`src/rtl/lmu_ctrl_param_if.sv`:
```
// LMU controller bus: patch-info head entry, upstream readiness, FSM state and datapath strobes.
// The master drives patch info and readiness; the slave (controller) drives state, selects and strobes.
interface lmu_ctrl_param_if #(
    parameter int NUM_OP = 2,
    parameter int CNT_BW = 11
);
    localparam int PCHTYPE_BW = 3;
    localparam int FACEBD_BW  = 2;
    localparam int OPCODE_BW  = 3;
    localparam int SELMEAS_BW = 7;

    logic                         pchinfo_valid;
    logic [PCHTYPE_BW-1:0]        pchtype;
    logic [FACEBD_BW-1:0]         facebd_n;
    logic [NUM_OP*OPCODE_BW-1:0]  pchops;
    logic                         dqmeas_ready;
    logic                         aqmeas_ready;
    logic                         pf_ready;
    logic                         pchinfo_rdlast;
    logic                         instinfo_rdlast;
    logic [7:0]                   abcd_reg;
    logic                         err_clr;

    logic [1:0]                   state;
    logic [NUM_OP*SELMEAS_BW-1:0] sel_meases;
    logic [NUM_OP-1:0]            initmeas_wrens;
    logic                         initmeas_rst;
    logic                         pchinfo_pop;
    logic                         flip_initmeas_wr;
    logic                         finmeas_wren;
    logic                         byproduct_wren;
    logic                         abcd_rst;
    logic                         lqsign_temp_wren;
    logic                         lqsign_temp_rst;
    logic                         lqsign_acc_wren;
    logic [CNT_BW-1:0]            pch_cnt;
    logic                         overflow_err;

    modport master (
        output pchinfo_valid, pchtype, facebd_n, pchops, dqmeas_ready, aqmeas_ready, pf_ready,
               pchinfo_rdlast, instinfo_rdlast, abcd_reg, err_clr,
        input  state, sel_meases, initmeas_wrens, initmeas_rst, pchinfo_pop, flip_initmeas_wr,
               finmeas_wren, byproduct_wren, abcd_rst, lqsign_temp_wren, lqsign_temp_rst,
               lqsign_acc_wren, pch_cnt, overflow_err
    );

    modport slave (
        input  pchinfo_valid, pchtype, facebd_n, pchops, dqmeas_ready, aqmeas_ready, pf_ready,
               pchinfo_rdlast, instinfo_rdlast, abcd_reg, err_clr,
        output state, sel_meases, initmeas_wrens, initmeas_rst, pchinfo_pop, flip_initmeas_wr,
               finmeas_wren, byproduct_wren, abcd_rst, lqsign_temp_wren, lqsign_temp_rst,
               lqsign_acc_wren, pch_cnt, overflow_err
    );
endinterface

```
`src/rtl/lmu_ctrl_param.sv`:
```
// LMU controller: READY/PRODUCTING/INTERPRETING/BPUPDATING sequencer with per-slot measurement selects.
// A start is seen one cycle after readiness and PRODUCTING begins the cycle after; strobes are combinational.
module lmu_ctrl_param #(
    parameter int NUM_OP     = 2,
    parameter int BPU_CYCLES = 1,
    parameter int MAX_PCH    = 1024,
    parameter int CNT_BW     = 11
) (
    input  logic            clk,
    input  logic            rst,
    lmu_ctrl_param_if.slave bus
);
    localparam int PCHTYPE_BW = 3;
    localparam int FACEBD_BW  = 2;
    localparam int OPCODE_BW  = 3;
    localparam int SELLOC_BW  = 4;
    localparam int SELMEAS_BW = SELLOC_BW + 3;
    localparam int BPU_BW     = (BPU_CYCLES > 1) ? $clog2(BPU_CYCLES) : 1;

    localparam logic [OPCODE_BW-1:0]  OP_PPM_INTERPRET = 3'd1;
    localparam logic [OPCODE_BW-1:0]  OP_LQM_X = 3'd2;
    localparam logic [OPCODE_BW-1:0]  OP_LQM_Y = 3'd3;
    localparam logic [OPCODE_BW-1:0]  OP_LQM_Z = 3'd4;
    localparam logic [PCHTYPE_BW-1:0] PT_ZT = 3'd0, PT_ZB = 3'd1, PT_MT = 3'd2;
    localparam logic [PCHTYPE_BW-1:0] PT_MB = 3'd3, PT_M = 3'd4, PT_X = 3'd5;
    localparam logic [FACEBD_BW-1:0]  FACEBD_PP = 2'd2;
    localparam logic [SELLOC_BW-1:0]  SELLOC_ALL = 4'd0, SELLOC_I = 4'd1, SELLOC_E = 4'd2;
    localparam logic [SELLOC_BW-1:0]  SELLOC_W = 4'd3, SELLOC_S = 4'd4, SELLOC_NE = 4'd5;
    localparam logic [SELLOC_BW-1:0]  SELLOC_EXE = 4'd6, SELLOC_WINV = 4'd7, SELLOC_SINV = 4'd8;
    localparam logic [SELLOC_BW-1:0]  SELLOC_WS = 4'd9;
    localparam logic SEL_DQ = 1'b0, SEL_AQ = 1'b1, SEL_Z = 1'b0, SEL_X = 1'b1;
    localparam logic [SELMEAS_BW-1:0] SEL_IDLE = {SELLOC_ALL, SEL_DQ, SEL_Z, 1'b0};
    localparam logic [CNT_BW-1:0]     CNT_MAX  = CNT_BW'(MAX_PCH);
    localparam logic [BPU_BW-1:0]     BPU_LAST = BPU_BW'(BPU_CYCLES - 1);

    typedef enum logic [1:0] {
        LMU_READY        = 2'd0,
        LMU_PRODUCTING   = 2'd1,
        LMU_INTERPRETING = 2'd2,
        LMU_BPUPDATING   = 2'd3
    } lmu_state_e;

    lmu_state_e                   state_q, state_d;
    logic [BPU_BW-1:0]            bpu_cnt_q, bpu_cnt_d;
    logic [CNT_BW-1:0]            pch_cnt_q, pch_cnt_d;
    logic                         overflow_err_q, overflow_err_d;
    logic                         new_array_ing_q, pchinfo_rdlast_q;
    logic [NUM_OP-1:0]            sel_vld_q, sel_vld;
    logic [NUM_OP*SELMEAS_BW-1:0] sel_meases;
    logic                         any_dq, any_pp, all_ready, new_array_ing, overflow_set;
    logic                         abcd_valid, a_v, b_v, c_v, d_v;

    // Odd slots of a merge patch read the mirrored west boundary.
    function automatic logic [SELMEAS_BW-1:0] sel_slot(
        input logic [OPCODE_BW-1:0]  op,
        input logic [PCHTYPE_BW-1:0] pt,
        input logic [FACEBD_BW-1:0]  fb,
        input logic                  odd
    );
        logic [SELLOC_BW-1:0] loc;
        logic                 dqaq, xz, vld;
        loc  = SELLOC_ALL;
        dqaq = SEL_DQ;
        xz   = SEL_Z;
        vld  = 1'b1;
        case (op)
            OP_PPM_INTERPRET: begin
                dqaq = SEL_AQ;
                xz   = (pt == PT_ZT) ? SEL_X : SEL_Z;
                case (pt)
                    PT_ZT:        loc = SELLOC_E;
                    PT_ZB:        loc = SELLOC_EXE;
                    PT_X:         loc = SELLOC_W;
                    PT_MT, PT_MB: loc = odd ? SELLOC_WINV : SELLOC_W;
                    PT_M:         loc = (fb == FACEBD_PP) ? SELLOC_SINV : SELLOC_S;
                    default:      loc = SELLOC_ALL;
                endcase
            end
            OP_LQM_X: begin
                xz = (pt == PT_X || pt == PT_MB || pt == PT_M) ? SEL_X : SEL_Z;
                case (pt)
                    PT_ZT:       loc = SELLOC_E;
                    PT_ZB:       loc = SELLOC_NE;
                    PT_MB, PT_X: loc = SELLOC_S;
                    PT_M:        loc = SELLOC_W;
                    default:     loc = SELLOC_I;
                endcase
            end
            OP_LQM_Y: begin
                xz = (pt == PT_ZB) ? SEL_X : SEL_Z;
                case (pt)
                    PT_ZT:             loc = SELLOC_E;
                    PT_ZB:             loc = SELLOC_EXE;
                    PT_MT:             loc = SELLOC_W;
                    PT_MB, PT_M, PT_X: loc = SELLOC_WS;
                    default:           loc = SELLOC_I;
                endcase
            end
            OP_LQM_Z: begin
                case (pt)
                    PT_ZB:              loc = SELLOC_EXE;
                    PT_MT, PT_MB, PT_X: loc = SELLOC_W;
                    PT_M:               loc = SELLOC_S;
                    default:            loc = SELLOC_I;
                endcase
            end
            default: vld = 1'b0;
        endcase
        return {loc, dqaq, xz, vld};
    endfunction

    always_comb begin
        sel_meases = '0;
        sel_vld    = '0;
        any_dq     = 1'b0;
        any_pp     = 1'b0;
        for (int i = 0; i < NUM_OP; i++) begin
            if (bus.pchops[i*OPCODE_BW +: OPCODE_BW] == OP_PPM_INTERPRET) any_pp = 1'b1;
            if (bus.pchops[i*OPCODE_BW +: OPCODE_BW] inside {OP_LQM_X, OP_LQM_Y, OP_LQM_Z}) any_dq = 1'b1;
            sel_meases[i*SELMEAS_BW +: SELMEAS_BW] = bus.pchinfo_valid
                ? sel_slot(bus.pchops[i*OPCODE_BW +: OPCODE_BW], bus.pchtype, bus.facebd_n, (i % 2) == 1)
                : SEL_IDLE;
            sel_vld[i] = sel_meases[i*SELMEAS_BW];
        end
        any_dq = any_dq & bus.pchinfo_valid;
        any_pp = any_pp & bus.pchinfo_valid;
    end

    // Logical-qubit patches need no ancilla readout; merges need both.
    assign all_ready     = any_dq ? (bus.dqmeas_ready & bus.pf_ready)
                         : any_pp ? (bus.dqmeas_ready & bus.aqmeas_ready & bus.pf_ready)
                         : 1'b0;
    assign new_array_ing = (state_q == LMU_READY) & all_ready;

    always_comb begin
        state_d      = state_q;
        bpu_cnt_d    = bpu_cnt_q;
        overflow_set = 1'b0;
        case (state_q)
            LMU_READY:
                if (new_array_ing_q) state_d = LMU_PRODUCTING;
            LMU_PRODUCTING:
                if (pchinfo_rdlast_q) begin
                    state_d = LMU_INTERPRETING;
                end else if (pch_cnt_q == CNT_MAX) begin
                    state_d      = LMU_READY;
                    overflow_set = 1'b1;
                end
            LMU_INTERPRETING:
                if (bus.instinfo_rdlast) state_d = LMU_BPUPDATING;
            LMU_BPUPDATING:
                if (bpu_cnt_q == BPU_LAST) begin
                    state_d   = LMU_READY;
                    bpu_cnt_d = '0;
                end else begin
                    bpu_cnt_d = bpu_cnt_q + 1'b1;
                end
            default: state_d = LMU_READY;
        endcase

        pch_cnt_d = pch_cnt_q;
        if (state_q != LMU_READY && state_d == LMU_READY) begin
            pch_cnt_d = '0;
        end else if (bus.pchinfo_pop && state_q != LMU_READY && pch_cnt_q < CNT_MAX) begin
            pch_cnt_d = pch_cnt_q + 1'b1;
        end

        overflow_err_d = overflow_err_q;
        if (overflow_set)     overflow_err_d = 1'b1;
        else if (bus.err_clr) overflow_err_d = 1'b0;
    end

    always_ff @(posedge clk) begin
        if (rst) begin
            state_q          <= LMU_READY;
            bpu_cnt_q        <= '0;
            pch_cnt_q        <= '0;
            overflow_err_q   <= 1'b0;
            new_array_ing_q  <= 1'b0;
            pchinfo_rdlast_q <= 1'b0;
            sel_vld_q        <= '0;
        end else begin
            state_q          <= state_d;
            bpu_cnt_q        <= bpu_cnt_d;
            pch_cnt_q        <= pch_cnt_d;
            overflow_err_q   <= overflow_err_d;
            new_array_ing_q  <= new_array_ing;
            pchinfo_rdlast_q <= bus.pchinfo_rdlast;
            sel_vld_q        <= sel_vld;
        end
    end

    assign d_v        = bus.abcd_reg[6];
    assign c_v        = bus.abcd_reg[4];
    assign b_v        = bus.abcd_reg[2];
    assign a_v        = bus.abcd_reg[0];
    assign abcd_valid = bus.abcd_reg[7] & bus.abcd_reg[5] & bus.abcd_reg[3] & bus.abcd_reg[1];

    assign bus.state            = state_q;
    assign bus.sel_meases       = sel_meases;
    assign bus.initmeas_wrens   = (state_q == LMU_PRODUCTING) ? sel_vld_q : '0;
    assign bus.initmeas_rst     = (state_q == LMU_INTERPRETING) & (state_d != LMU_INTERPRETING);
    assign bus.pchinfo_pop      = new_array_ing_q |
                                  ((state_q == LMU_PRODUCTING) & ~pchinfo_rdlast_q & (pch_cnt_q < CNT_MAX));
    assign bus.flip_initmeas_wr = (state_q == LMU_PRODUCTING) & (state_d != LMU_PRODUCTING);
    assign bus.finmeas_wren     = (state_q == LMU_INTERPRETING);
    assign bus.byproduct_wren   = (state_q == LMU_BPUPDATING) & abcd_valid &
                                  ((~a_v & (c_v ^ d_v)) | (a_v & (b_v ^ c_v ^ d_v)));
    assign bus.abcd_rst         = abcd_valid;
    assign bus.lqsign_temp_wren = (state_q == LMU_PRODUCTING);
    assign bus.lqsign_temp_rst  = (state_q == LMU_BPUPDATING) & (bpu_cnt_q == BPU_LAST);
    assign bus.lqsign_acc_wren  = (state_q == LMU_BPUPDATING) & (bpu_cnt_q == BPU_LAST);
    assign bus.pch_cnt          = pch_cnt_q;
    assign bus.overflow_err     = overflow_err_q;
endmodule

```
`src/flat_wrapper.sv`:
```
// flat-port wrapper written by rule: the top's interface ports become plain ports
module lmu_ctrl_param_flat 
#(
    parameter int NUM_OP     = 2,
    parameter int BPU_CYCLES = 1,
    parameter int MAX_PCH    = 1024,
    parameter int CNT_BW     = 11
)
  (clk, rst, bus_pchinfo_valid, bus_pchtype, bus_facebd_n, bus_pchops, bus_dqmeas_ready, bus_aqmeas_ready, bus_pf_ready, bus_pchinfo_rdlast, bus_instinfo_rdlast, bus_abcd_reg, bus_err_clr, bus_state, bus_sel_meases, bus_initmeas_wrens, bus_initmeas_rst, bus_pchinfo_pop, bus_flip_initmeas_wr, bus_finmeas_wren, bus_byproduct_wren, bus_abcd_rst, bus_lqsign_temp_wren, bus_lqsign_temp_rst, bus_lqsign_acc_wren, bus_pch_cnt, bus_overflow_err);
  lmu_ctrl_param_if #(.NUM_OP(NUM_OP), .CNT_BW(CNT_BW)) bus_i ();
  input  logic clk;
  input  logic rst;
  input wire logic [$bits(bus_i.pchinfo_valid)-1:0] bus_pchinfo_valid;
  input wire logic [$bits(bus_i.pchtype)-1:0] bus_pchtype;
  input wire logic [$bits(bus_i.facebd_n)-1:0] bus_facebd_n;
  input wire logic [$bits(bus_i.pchops)-1:0] bus_pchops;
  input wire logic [$bits(bus_i.dqmeas_ready)-1:0] bus_dqmeas_ready;
  input wire logic [$bits(bus_i.aqmeas_ready)-1:0] bus_aqmeas_ready;
  input wire logic [$bits(bus_i.pf_ready)-1:0] bus_pf_ready;
  input wire logic [$bits(bus_i.pchinfo_rdlast)-1:0] bus_pchinfo_rdlast;
  input wire logic [$bits(bus_i.instinfo_rdlast)-1:0] bus_instinfo_rdlast;
  input wire logic [$bits(bus_i.abcd_reg)-1:0] bus_abcd_reg;
  input wire logic [$bits(bus_i.err_clr)-1:0] bus_err_clr;
  output wire logic [$bits(bus_i.state)-1:0] bus_state;
  output wire logic [$bits(bus_i.sel_meases)-1:0] bus_sel_meases;
  output wire logic [$bits(bus_i.initmeas_wrens)-1:0] bus_initmeas_wrens;
  output wire logic [$bits(bus_i.initmeas_rst)-1:0] bus_initmeas_rst;
  output wire logic [$bits(bus_i.pchinfo_pop)-1:0] bus_pchinfo_pop;
  output wire logic [$bits(bus_i.flip_initmeas_wr)-1:0] bus_flip_initmeas_wr;
  output wire logic [$bits(bus_i.finmeas_wren)-1:0] bus_finmeas_wren;
  output wire logic [$bits(bus_i.byproduct_wren)-1:0] bus_byproduct_wren;
  output wire logic [$bits(bus_i.abcd_rst)-1:0] bus_abcd_rst;
  output wire logic [$bits(bus_i.lqsign_temp_wren)-1:0] bus_lqsign_temp_wren;
  output wire logic [$bits(bus_i.lqsign_temp_rst)-1:0] bus_lqsign_temp_rst;
  output wire logic [$bits(bus_i.lqsign_acc_wren)-1:0] bus_lqsign_acc_wren;
  output wire logic [$bits(bus_i.pch_cnt)-1:0] bus_pch_cnt;
  output wire logic [$bits(bus_i.overflow_err)-1:0] bus_overflow_err;
  assign bus_i.pchinfo_valid = bus_pchinfo_valid;
  assign bus_i.pchtype = bus_pchtype;
  assign bus_i.facebd_n = bus_facebd_n;
  assign bus_i.pchops = bus_pchops;
  assign bus_i.dqmeas_ready = bus_dqmeas_ready;
  assign bus_i.aqmeas_ready = bus_aqmeas_ready;
  assign bus_i.pf_ready = bus_pf_ready;
  assign bus_i.pchinfo_rdlast = bus_pchinfo_rdlast;
  assign bus_i.instinfo_rdlast = bus_instinfo_rdlast;
  assign bus_i.abcd_reg = bus_abcd_reg;
  assign bus_i.err_clr = bus_err_clr;
  assign bus_state = bus_i.state;
  assign bus_sel_meases = bus_i.sel_meases;
  assign bus_initmeas_wrens = bus_i.initmeas_wrens;
  assign bus_initmeas_rst = bus_i.initmeas_rst;
  assign bus_pchinfo_pop = bus_i.pchinfo_pop;
  assign bus_flip_initmeas_wr = bus_i.flip_initmeas_wr;
  assign bus_finmeas_wren = bus_i.finmeas_wren;
  assign bus_byproduct_wren = bus_i.byproduct_wren;
  assign bus_abcd_rst = bus_i.abcd_rst;
  assign bus_lqsign_temp_wren = bus_i.lqsign_temp_wren;
  assign bus_lqsign_temp_rst = bus_i.lqsign_temp_rst;
  assign bus_lqsign_acc_wren = bus_i.lqsign_acc_wren;
  assign bus_pch_cnt = bus_i.pch_cnt;
  assign bus_overflow_err = bus_i.overflow_err;
  lmu_ctrl_param #(.NUM_OP(NUM_OP), .BPU_CYCLES(BPU_CYCLES), .MAX_PCH(MAX_PCH), .CNT_BW(CNT_BW)) u_core (.clk(clk), .rst(rst), .bus(bus_i));
endmodule
```
`config.mk`:
```
export PLATFORM = sky130hd
export DESIGN_NAME = lmu_ctrl_param_flat
export DESIGN_NICKNAME = d
export VERILOG_FILES = /design/src/rtl/lmu_ctrl_param_if.sv /design/src/rtl/lmu_ctrl_param.sv /design/src/flat_wrapper.sv
export SDC_FILE = /design/constraint.sdc
export NUM_CORES = 1
export LEC_CHECK = 0
export BUFFER_PORTS_ARGS = -buffer_cell sky130_fd_sc_hd__buf_4
export CAP_MARGIN = 20
export CORE_MARGIN = 4
export CORE_UTILIZATION = 48
export CTS_CLUSTER_SIZE = 25
export DETAILED_ROUTE_END_ITERATION = 6
export PLACE_DENSITY = 0.8
export REMOVE_ABC_BUFFERS = 1
export SYNTH_ARGS = -nofsm -noshare
export SYNTH_HDL_FRONTEND = slang
export SYNTH_SLANG_ARGS = --single-unit
```
`constraint.sdc`:
```
create_clock -name clk -period 2.1 [get_ports clk]
set_clock_uncertainty 0.05 [all_clocks]
set_input_delay 0.105 -clock clk [delete_from_list [all_inputs] [get_ports clk]]
set_output_delay 0.105 -clock clk [all_outputs]
set_load 0.005 [all_outputs]
```
# ---- Yosys cells after proc, flatten, opt, wreduce, memory -nomap -nowiden
# Index checks and enable logic that the tools add are counted.
# W data, S select, Z words.
dict set report op_classes {
  addsub 2
  n_lt_le_gt_ge 1
  eq_ne 20
  muxes 37
  bitwise 26
  reduce_logical 19
}
# cell count
set op_table {}
lappend op_table {{$pmux W4 S4} 4}
lappend op_table {{$pmux W4 S5} 1}
lappend op_table {{$and A1 B1 Y1} 18}
lappend op_table {{$eq A3 B2 Y1 const B} 6}
lappend op_table {{$mux W1} 18}
lappend op_table {{$mux W7} 2}
lappend op_table {{$eq A3 B3 Y1 const B} 4}
lappend op_table {{$mux W2} 6}
lappend op_table {{$pmux W3 S4} 1}
lappend op_table {{$add A11 B1 Y11 const B} 1}
lappend op_table {{$eq A11 B11 Y1 const B} 1}
lappend op_table {{$lt A11 B11 Y1 const B} 1}
lappend op_table {{$eq A3 B1 Y1 const B} 3}
lappend op_table {{$pmux W3 S3} 1}
lappend op_table {{$pmux W2 S4} 1}
lappend op_table {{$reduce_or A4 Y1} 2}
lappend op_table {{$eq A2 B2 Y1 const B} 3}
lappend op_table {{$pmux W1 S3} 2}
lappend op_table {{$reduce_bool A3 Y1} 2}
lappend op_table {{$reduce_or A2 Y1} 3}
lappend op_table {{$reduce_or A3 Y1} 2}
lappend op_table {{$logic_not A2 Y1} 2}
lappend op_table {{$mux W4} 1}
lappend op_table {{$reduce_bool A2 Y1} 2}
lappend op_table {{10 further kinds} 18}
dict set report word_totals {
  register_bits 19
  in_bits 28
  output_inout_bits 39
}

# ---- Depth between registers and ports, before layout
# Gate-level depths: netlist of the first run.
dict set report depth {
  word_depth 7
  ltp_mapped 6
  mapped_depth_nobuf 5
}

# ---- Worst setup path after synthesis of the first run
# OpenSTA, ideal clock, no wires.
dict set report synth_path {
  path_kind {reg-to-reg}
  startpoint {reg u_core.pch_cnt_q[0], in the netlist u_core.bus.pch_cnt[0]}
  endpoint {reg u_core.pch_cnt_q[8], in the netlist u_core.bus.pch_cnt[8]}
  arrival_ns 1.432
  required_time_ns 1.980
  path_slack_ns 0.549
  path_stages_with_launch 7
  path_buffers 1
  synth_period_minus_slack_ns 1.551
  path_cell_list {dfxtp_1 -> inv_1 -> ha_1 -> and4_1 -> a311o_1 -> buf_2 -> a21oi_1}
}
dict set report synth_via {
  elab_chain_len 7
  elab_cells_between_ends 13
  classes_between {add/sub (1); order compare (1); eq/ne (1); mux (3); bitwise (2); reduce/logical (5)}
}
# item line_no
set synth_rtl {}
lappend synth_rtl {{start: declaration} lmu_ctrl_param.sv:45} ;# logic [CNT_BW-1:0] pch_cnt_q, pch_cnt_d;
lappend synth_rtl {{start signal: assignment} lmu_ctrl_param.sv:185} ;# pch_cnt_q <= pch_cnt_d;
lappend synth_rtl {{$eq A11 B11 Y1} lmu_ctrl_param.sv:145} ;# end else if (pch_cnt_q == CNT_MAX) begin
lappend synth_rtl {{$mux W2} lmu_ctrl_param.sv:145}
lappend synth_rtl {{$mux W2} lmu_ctrl_param.sv:143} ;# if (pchinfo_rdlast_q) begin
lappend synth_rtl {{$pmux W2 S4} lmu_ctrl_param.sv:139} ;# case (state_q)
lappend synth_rtl {{$logic_not A2 Y1} lmu_ctrl_param.sv:162} ;# if (state_q != LMU_READY && state_d == LMU_READY) begin
lappend synth_rtl {{$logic_and A1 B1 Y1} lmu_ctrl_param.sv:162}
lappend synth_rtl {{$reduce_or A2 Y1 (no line)} -}
# Parallel ways exist; a longest one is shown, timed or not.
# A chain may end at the register's enable or synchronous reset.

# ---- Final worst setup path of the first run
dict set report layout_path {
  startpoint {in bus_pchops[5]}
  endpoint {out bus_sel_meases[11]}
}
dict set report layout_via {
  elab_chain_len 3
  elab_cells_between_ends 6
  classes_between {eq/ne (4); mux (2)}
}
# item line_no
set layout_rtl {}
lappend layout_rtl {{start: declaration} flat_wrapper.sv:16} ;# input wire logic [$bits(bus_i.pchops)-1:0] bus_pchops;
lappend layout_rtl {{$eq A3 B3 Y1, or another cell as far along} lmu_ctrl_param.sv:66} ;# case (op)
lappend layout_rtl {{$pmux W4 S4 *} lmu_ctrl_param.sv:66}
lappend layout_rtl {{$mux W7 *} lmu_ctrl_param.sv:121} ;# ? sel_slot(bus.pchops[i*OPCODE_BW +: OPCODE_BW], bus.pchtype, bus.facebd_n, (i % 2) == 1)
lappend layout_rtl {{end: declaration} flat_wrapper.sv:25} ;# output wire logic [$bits(bus_i.sel_meases)-1:0] bus_sel_meases;
# Every way passes the cells marked *; elsewhere a longest branch is shown, timed or not.

==> results of run 1 <==
state kept, by name, summed over array words and instances (netlist names):
signal and cells:
u_core.bus.state 2, u_core.bus.overflow_err 1, u_core.bus.pch_cnt 11, u_core.new_array_ing_q 1, u_core.pchinfo_rdlast_q 1, u_core.sel_vld_q 2
synthesized netlist by cell type (4+ instances only):
| library cell | instances | area share (%) |
|---|---|---|
| a21oi_1 | 16 | 5.1 |
| and2_1 | 7 | 2.8 |
| buf_2 | 5 | 1.6 |
| clkbuf_1 | 7 | 1.7 |
| dfxtp_1 | 18 | 23 |
| inv_1 | 13 | 3.1 |
| nand2_1 | 14 | 3.4 |
| nand2b_1 | 7 | 2.8 |
| nand3_1 | 5 | 1.6 |
| nor2_1 | 15 | 3.6 |
| nor2b_1 | 7 | 2.8 |
| nor3b_1 | 5 | 2.4 |
| nor4_1 | 4 | 1.6 |
| o21ai_0 | 6 | 1.9 |
| o22ai_1 | 5 | 2.0 |
| o31ai_1 | 6 | 2.9 |
| or3_1 | 5 | 2.0 |
| xnor2_1 | 4 | 2.2 |
| xor2_1 | 6 | 3.4 |
per-stage QoR:
stage	utilization, %	std cells	power (µW)	hold WS [ps]
after floorplan	-	196	460	127
after global placement	67.0	307	569	275
after detailed placement	67.0	307	570	274
after CTS	69.1	314	790	23.9
after global routing	69.1	314	824	30.1
final	69.1	314	783	22.9
placed cells by master (no fill, tap or decap), types with 5 or more instances in the layout:
cell type / Yosys / layout
buf_4: 1 / 67
dfxtp_1: 18 / 18
a21oi_1: 16 / 16
nor2_1: 15 / 15
nand2_1: 14 / 14
inv_1: 13 / 13
nor2b_1: 7 / 7
nand2b_1: 7 / 7
and2_1: 7 / 7
o21ai_0: 6 / 6
o31ai_1: 6 / 6
xor2_1: 6 / 6
o22ai_1: 5 / 5
nor3b_1: 5 / 5
or3_1: 5 / 5
nand3_1: 5 / 5
logic make-up after synthesis:
family,share of synthesized area [%]
and+or+nand+nor,34.5
AOI/OAI and AO/OA,26.9
DFF,23.0
xor gates and xnor gates,5.60
buffers and inverters,7.11
muxes,1.28
adders and majority gates,1.60
timing repair:
item | CTS | global route
endpoints found under the hold margin | 7 | 0
hold buffers | 3 | 0
gates resized for setup | 0 | 0
final timing paths:
check                           slack [ps]  cells past startpoint                                   end                            startpoint
worst min-delay path                    20                      3     u_core.new_array_ing_q$_SDFF_PP0_                      bus_dqmeas_ready
worst min register to register         480                      2  u_core.bus.overflow_err$_SDFFE_PP0P_  u_core.bus.overflow_err$_SDFFE_PP0P_
worst max register to register         380                      5    u_core.bus.pch_cnt[9]$_SDFFE_PP0P_    u_core.bus.pch_cnt[0]$_SDFFE_PP0P_
worst max-delay path                   350                      6                    bus_sel_meases[11]                         bus_pchops[5]
final cells by class:
type	count	area, µm²	area share [%]
inverters	13	48.8	2.29
multi-input cells	165	1090	51.4
clock buffers	4	36.3	1.71
well taps	44	55.1	2.59
repair buffers	70	533	25.1
flip-flops and latches	18	360	16.9
where the power goes:
part | switching (µW) | internal, µW | total, µW
combinational | 110 | 108 | 218
sequential | 4.54 | 346 | 351
clock | 109 | 106 | 214
total | 223 | 560 | 783
metal layers:
metal | wire length (µm) | up-vias
li1 | - | 885
met1 | 1900 | 816
met2 | 2130 | 65
met3 | 345 | 2
met4 | 23 | 0
met5 | 0 | -
worst max-delay path, cell delays in order:
cell,delay [ps]
buf_4,160
nor3b_1,430
o21ai_1,270
or3_1,400
o31ai_1,80
buf_4,160
==> metrics, run 1 <==
FFs w/ async S/R, synth 0%; yosys warns 0; kind of critical path primary input to output pin; CP Capture Type output pin; endpoints failing setup 0; placed instance area 2060 µm²; Peak VDD IR 0.174 mV; Clk pin slew, worst setup/hold paths about 100 ps; H-tree Lvls 1; CTS buffer count 3; register area share after synthesis 23.0%; Vias/cell 5.63; Pwr per Cell Area 368 nW/µm²; max-cap violations 0; setup TNS 0 ps; Post-Synthesis Cells 210; CTS Buffer Depth 2; met2 usage 37.9%; period utilization 83.4%; RSZ-0062 raised after global routing no; total congestion overflow 0; drt wl/cell 14.0 µm; Finished Cell Area 2130 µm²; critical path data arrival time roughly 1600 ps; CTS Sinks 18; FF+latch count, synth 18; Ports 67; Post-synth EDFFs 0; Final min period 1750 ps; first-pass GRT wire length 7.31 mm; number of failing hold endpoints at the final stage 0; dpl ws 367 ps; DR pass1 iterations 4; Iter 0 DRT Violations 60; die area 4240 µm²; Main synth FF type dfxtp_1; worst-margin pin slew ~480 ps; DRC 0; HP Class primary input to register; row count 20; GRT Total Usage 20.8%; Syn Area/Cell 7.45 µm²; ANT cells 0; met3 track demand over resource under 10%; Root Driver clkbuf_4; core area between 3000 and 4000 µm²; PortBufs 66; via count 1768; CTS tree built; global routing's busiest layer met2; Fmax 571 MHz; Starting Density around half; die height about 65 µm; # fillers 284; GPL Wtd Cong 0.851; HPWL Detailed ~3.3 mm; Synth cell types 53; status completed; chip width 65.1 µm; post-CTS setup repair buffer count 0; critical path fanouts, max 11; relative max-transition margin 68.2%; antenna viol nets, final 0; M1 GR Usage between 20% and 30%; later-pin clock latency in the skew report approximately 290 ps; Leak about 0.00091 µW; final slew viol count 0; Net count, final 301; Mapped Area 1570 µm²; data required time at the worst endpoint ~2000 ps; share of cells above drive strength 1 30.0%; number of global-route vias before repair 1635; CP startpoint kind primary input; Area Overhead vs Synth 35.9%; final setup margin around 350 ps; pin count of the biggest net entering global routing 19; final WL 4.40 mm; antenna violations before repair 0
(Power assumes the default switching activity.)
==> inputs of run 2 (changes only) <==
Settings changed: CORE_UTILIZATION 48 to 43, PLACE_DENSITY 0.8 to 0.76.
Clock period 2.1 ns to 1.48 ns, I/O delays scaled along.
==> run 2 against run 1 <==
Effect of this change:
- the flow now finishes with violations (hold timing, setup timing)
- sequential power rose by 40%
- cell count rose by 17%
- via count is 18% higher
- critical path depth fell by 1
- routed wire length is 35% higher
- register-to-register slack got worse by 560 ps
- sequential share of layout area down 3.0 points
- setup slack worse by 570 ps
- global-route usage increased by 1.5 points
- cell area grew 27%
- first-iteration DRC count grew to 3.0 times the previous value
- critical path type is now register to output pin
- largest power group unchanged
==> metrics, run 2 (synthesized netlist as in run 1, its figures left out) <==
status finished with violations; violated checks hold timing, setup timing; first-pass GRT wire length 8.14 mm (+11%); core area 3420 µm² (+11%); Starting Density 45.8% (-5.0 points); Vias/cell 5.71 (+1.4%); CTS Buffer Depth 2 (unchanged); most frequent cells in the layout 103 x buf_4, 14 x nor2_1; Critical Path Stages 5 (-1); max FFs per register 11 (unchanged); period utilization 115%; chip width 68.3 µm (+5.0%); Pwr Total 1180 µW (+51%); PortBufs 66 (unchanged); worst-margin pin slew 351 ps (-126 ps); data required time at the worst endpoint 1360 ps (-590 ps); Hold Crit Depth 3 (unchanged); ANT cells 0 (unchanged); Root Driver clkbuf_4; H-tree Lvls 1 (unchanged); CTS Sinks 18 (unchanged); Largest stage delay, worst path 370 ps (-60 ps); share of cells above drive strength 1 50.8% (+21 points); CTS buffer count 3 (unchanged); final slew viol count 0 (unchanged); CTS tree built; Hold Path End u_core.new_array_ing_q$_SDFF_PP0_; most common cell after layout, fill and taps aside buf_4; reg2reg end u_core.bus.pch_cnt[7]$_SDFFE_PP0P_; GPL Wtd Cong 0.834 (-2.1%); HP Class primary input to register; CP delay by family, top simple AND/OR/NAND/NOR gates; final setup margin -218 ps (-567 ps); number of global-route vias before repair 1796 (+9.8%); worst hold start bus_pf_ready; Clk pin slew, worst setup/hold paths 100 ps (about the same); endpoints failing setup 13 (+13); antenna violations before repair 0 (unchanged); Pwr per Cell Area 437 nW/µm² (+19%); DR pass1 iterations 4 (unchanged); DRC 0 (unchanged); row count 21 (+5.0%); relative max-transition margin 76.4% (+8.3 points); critical path data arrival time 1570 ps (-30 ps); pin count of the biggest net entering global routing 17 (-2); kind of critical path register to output pin; antenna viol nets, final 0 (unchanged); Final min period 1700 ps; via count 2095 (+18%); later-pin clock latency in the skew report 310 ps (+20 ps); Fmax slightly below 600 MHz; total congestion overflow 0 (unchanged); Leak 0.00120 µW (+32%); CP startpoint kind register; Peak VDD IR 0.329 mV (+89%); GRT Total Usage 22.3% (+1.5 points); Worst Path Buf+Inv 2 (unchanged); number of failing hold endpoints at the final stage 1 (+1); final WL 5.94 mm (+35%); HPWL Detailed 3.69 mm (+11%); hold_ws -7.07 ps (-29.9 ps); max-cap violations 0 (unchanged); reg2reg start u_core.bus.pch_cnt[6]$_SDFFE_PP0P_; setup TNS -1200 ps (-1200 ps); die area 4670 µm² (+10%); Area Overhead vs Synth 73.0%; drt wl/cell 16.2 µm (+16%); Iter 0 DRT Violations 180 (+200%); Ports 67 (unchanged); reg2reg path depth 5 (unchanged); CP max stage cell dfxtp_4; die height 68.3 µm (+5.0%); RSZ-0062 raised after global routing yes; CP Capture Type output pin; critical path fanouts, max 3 (-8); slack of the worst reg-to-reg path -180 ps (-560 ps); Net count, final 352 (+17%); Critical Path, Cell by Cell nor4_4, and4_4, buf_6, o21a_1, buf_4
==> run 2: changes by cell type in the layout (fill, tap and decap cells not counted), moves of 3 or more <==
cell / delta
a21oi_1: -3
a21oi_2: +3
and2_1: -4
and2_4: +4
buf_4: +36
buf_6: +13
dfxtp_1: -9
dfxtp_2: +7
nor2b_1: -3
==> run 2: area by class of cell <==
cell class	instances	area, µm²
multi-input cells	166	1230
fillers	249	708
well taps	46	57.6
flip-flops and latches	18	377
clock buffers	4	36.3
repair buffers	120	960
inverters	13	48.8
==> run 2: how the worst max path moves through the flow <==
stage                                               to                                from  slack [ps]
floorplan           u_core.bus.pch_cnt[5]$_SDFFE_PP0P_  u_core.bus.pch_cnt[0]$_SDFFE_PP0P_         -50
global placement    u_core.bus.pch_cnt[4]$_SDFFE_PP0P_  u_core.bus.pch_cnt[8]$_SDFFE_PP0P_         -80
detailed placement  u_core.bus.pch_cnt[4]$_SDFFE_PP0P_  u_core.bus.pch_cnt[4]$_SDFFE_PP0P_        -160
CTS                               bus_flip_initmeas_wr  u_core.bus.pch_cnt[2]$_SDFFE_PP0P_        -160
global route                      bus_flip_initmeas_wr  u_core.bus.pch_cnt[4]$_SDFFE_PP0P_        -250
finish                            bus_flip_initmeas_wr  u_core.bus.pch_cnt[4]$_SDFFE_PP0P_        -220
==> run 2: metal layers <==
metal  GRT usage [%]  vias to the layer above  part of all wire (%)
li1                -                      997                     -
met1            28.3                      977                    39
met5               0                        -                     0
met2            38.7                      111                    50
met3            1.81                       10                   8.4
met4            8.93                        0                   2.1
==> run 2: report_power, final <==
| part | internal [µW] | switching [µW] |
|---|---|---|
| combinational | 193 | 180 |
| sequential | 488 | 4.59 |
| clock | 150 | 167 |
==> run 2: worst min-delay path, delay by kind of cell <==
family | cells | cell delay (ps)
buf+inv | 1 | 110
simple gates | 2 | 130
==> run 2: stage by stage <==
step | instance area [µm²] | instances | utilization [%] | setup slack [ps] | hold slack (ps)
floorplan | 1500 | 196 | - | -51.2 | 95.6
global placement | 2310 | 342 | 67.7 | -81.2 | 242
detailed placement | 2310 | 342 | 67.7 | -157 | 247
CTS | 2480 | 356 | 72.7 | -165 | 3.86
global route | 2710 | 367 | 79.3 | -249 | 8.30
finish | 2710 | 367 | 79.3 | -218 | -7.07
==> run 2: timing repair <==
action / in CTS / in global routing
gates cloned: 0 / 1
hold buffers: 4 / 0
gates resized for setup: 16 / 38
setup buffers: 6 / 11
hold endpoints to repair: 7 / 0
pin swaps: 4 / 21
endpoints found under the setup margin: 16 / 23
==> inputs of run 3 (changes only) <==
Settings changed: CORE_UTILIZATION 43 to 45, CTS_BUF_LIST from default to sky130_fd_sc_hd__clkbuf_8, PLACE_DENSITY 0.76 to 0.79.
==> run 3 against run 2 <==
Effect of this change:
- the run ends with setup timing left
- setup slack better by 120 ps
- sequential share of layout area grew 0.36 points
- power up 8.3%
- utilization down 0.94 points
- global-route usage increased by 0.97 points
- critical endpoint unchanged
- largest power group unchanged
- routed wire length fell by 8.1%
==> metrics, run 3 (synthesized netlist as in run 1, its figures left out) <==
CTS buffer count 3 (unchanged); violated checks setup timing; DR pass1 iterations 4 (unchanged); Worst Path Buf+Inv 2 (unchanged); setup TNS -268 ps (+936 ps); Ports 67 (unchanged); total congestion overflow 0 (unchanged); switching power total 359 µW (+2.3%); CTS Sinks 18 (unchanged); final setup margin -100 ps (+118 ps); Area Overhead vs Synth 67.0%; Largest stage delay, worst path 340 ps (-30 ps); CTS Buffer Depth 2 (unchanged); Peak VDD IR 0.313 mV (-5.1%); worst hold start bus_dqmeas_ready; RSZ-0062 raised after global routing yes; CP max stage cell dfxtp_2; most frequent cells in the layout 104 x buf_4, 14 x nand2_1, 12 x nor2_1; combinational group share of total power 29.2% (-2.3 points); reg2reg start u_core.bus.pch_cnt[3]$_SDFFE_PP0P_; switch share 28.0% (-1.6 points); Fmax 633 MHz (+7.4%); H-tree Lvls 1 (unchanged); dpl ws -57.9 ps (+99.0 ps); reg2reg end u_core.bus.pch_cnt[7]$_SDFFE_PP0P_; most common cell after layout, fill and taps aside buf_4; worst-margin pin slew 315 ps (-35.7 ps); kind of critical path register to output pin; die area 4490 µm² (-3.9%); share of cells above drive strength 1 49.5% (-1.3 points); status finished with violations; number of failing hold endpoints at the final stage 0 (-1); Pwr Total 1280 µW (+8.3%); HPWL Detailed 3.81 mm (+3.2%); ANT cells 0 (unchanged); drt wl/cell 15.3 µm (-5.5%); Pwr per Cell Area 490 nW/µm² (+12%); Hold Crit Depth 3 (unchanged); core area 3340 µm² (-2.3%); Starting Density 46.9% (+1.1 points); Worst Setup SP u_core.bus.pch_cnt[7]$_SDFFE_PP0P_; Seq pwr share 38.7% (-2.9 points); GPL Wtd Cong 0.830 (-0.38%); slack of the worst reg-to-reg path -40 ps (+140 ps); Hold Path End u_core.new_array_ing_q$_SDFF_PP0_; Finished Cell Area 2610 µm² (-3.5%); antenna viol nets, final 0 (unchanged); row count 21 (unchanged); PortBufs 66 (unchanged); final WL 5.46 mm (-8.1%); data required time at the worst endpoint 1360 ps (about the same); Critical Path, Cell by Cell nor4_4, and4_4, buf_6, o21a_1, buf_4; Root Driver clkbuf_8; HP Class primary input to register; critical path fanouts, max 2 (-1); Leak 0.00114 µW (-4.5%); die height 67.0 µm (-2.0%); placed instance area 2320 µm² (+0.32%); CP startpoint kind register; CTS tree built; DRC 0 (unchanged); final slew viol count 0 (unchanged); Final min period 1580 ps (-118 ps); chip width 67.0 µm (-2.0%); reg2reg path depth 5 (unchanged); max-cap violations 0 (unchanged); fin util 78.3% (-0.94 points); via count 2010 (-4.1%); Vias/cell 5.63 (-1.4%); CP Capture Type output pin; antenna violations before repair 0 (unchanged); Internal Power 921 µW (+11%); critical path data arrival time 1460 ps (-110 ps); Net count, final 342 (-2.8%); endpoints failing setup 11 (-2); Iter 0 DRT Violations 137 (-24%); first-pass GRT wire length 8.09 mm (-0.60%); max FFs per register 11 (unchanged); # fillers 227 (-8.8%); later-pin clock latency in the skew report 260 ps (-50 ps); CP delay by family, top simple AND/OR/NAND/NOR gates; period utilization 107% (-7.9 points); GRT Total Usage 23.3% (+0.97 points); relative max-transition margin 78.8% (+2.3 points); number of global-route vias before repair 1847 (+2.8%); Clock power frac 32.1% (+5.3 points); pin count of the biggest net entering global routing 17 (unchanged); Clk pin slew, worst setup/hold paths 70 ps (-30 ps)
## run 3: cell types whose count changed in the layout (fill, tap and decap cells not counted), moves of 3 or more
cell	before	now
buf_6	13	4
and2_1	3	6
and2_4	4	1
clkbuf_4	3	0
clkbuf_8	1	4
## run 3: power by group through the flow
stage / Sequential (µW) / Combinational [µW] / Clock [µW]
finish: 495 / 374 / 411
global route: 495 / 408 / 442
CTS: 496 / 355 / 412
detailed placement: 506 / 337 / 0
global placement: 506 / 334 / 0
floorplan: 507 / 145 / 0
## run 3: worst max-delay path by stage
stage / end / depth (start not counted)
CTS: bus_flip_initmeas_wr / 5
global placement: u_core.bus.pch_cnt[5]$_SDFFE_PP0P_ / 6
global route: bus_flip_initmeas_wr / 5
floorplan: u_core.bus.pch_cnt[5]$_SDFFE_PP0P_ / 5
finish: bus_flip_initmeas_wr / 5
detailed placement: u_core.bus.pch_cnt[9]$_SDFFE_PP0P_ / 6
## run 3: final cells by class
class / instances / area (µm²) / area share (%)
Sequential cell: 18 / 373 / 14.3
Tap cell: 46 / 57.6 / 2.20
Multi-Input combinational cell: 165 / 1220 / 46.8
Inverter: 13 / 48.8 / 1.87
Timing Repair Buffer: 111 / 856 / 32.7
Clock buffer: 4 / 55.1 / 2.11
## run 3: layer usage
| metal | vias up | wire length, µm | global-route usage (%) |
|---|---|---|---|
| met2 | 95 | 2670 | 39.7 |
| li1 | 972 | - | - |
| met3 | 13 | 459 | 3.88 |
| met4 | 0 | 108 | 9.62 |
| met5 | - | 0 | 0 |
| met1 | 930 | 2230 | 28.7 |
## run 3: per-stage QoR
step	hold slack (ps)	std cells
floorplan	95.6	196
global placement	237	343
detailed placement	241	343
CTS	21.0	355
global route	38.5	357
finish	34.4	357
## run 3: repair_timing
action                                  in CTS  in global routing
hold buffers                                 3                  0
resized for setup                           20                 23
gates cloned                                 0                  0
endpoints found under the hold margin        5                  0
pin swaps                                    8                  4
endpoints found under the setup margin      15                 19
buffers inserted                             5                  2
## run 3: worst reg2reg max path, delay by kind of cell, from the launching register on
family          cells  cell delay [ps]
simple gates        2              520
flops               1              420
compound gates      1              150
buf+inv             2              310
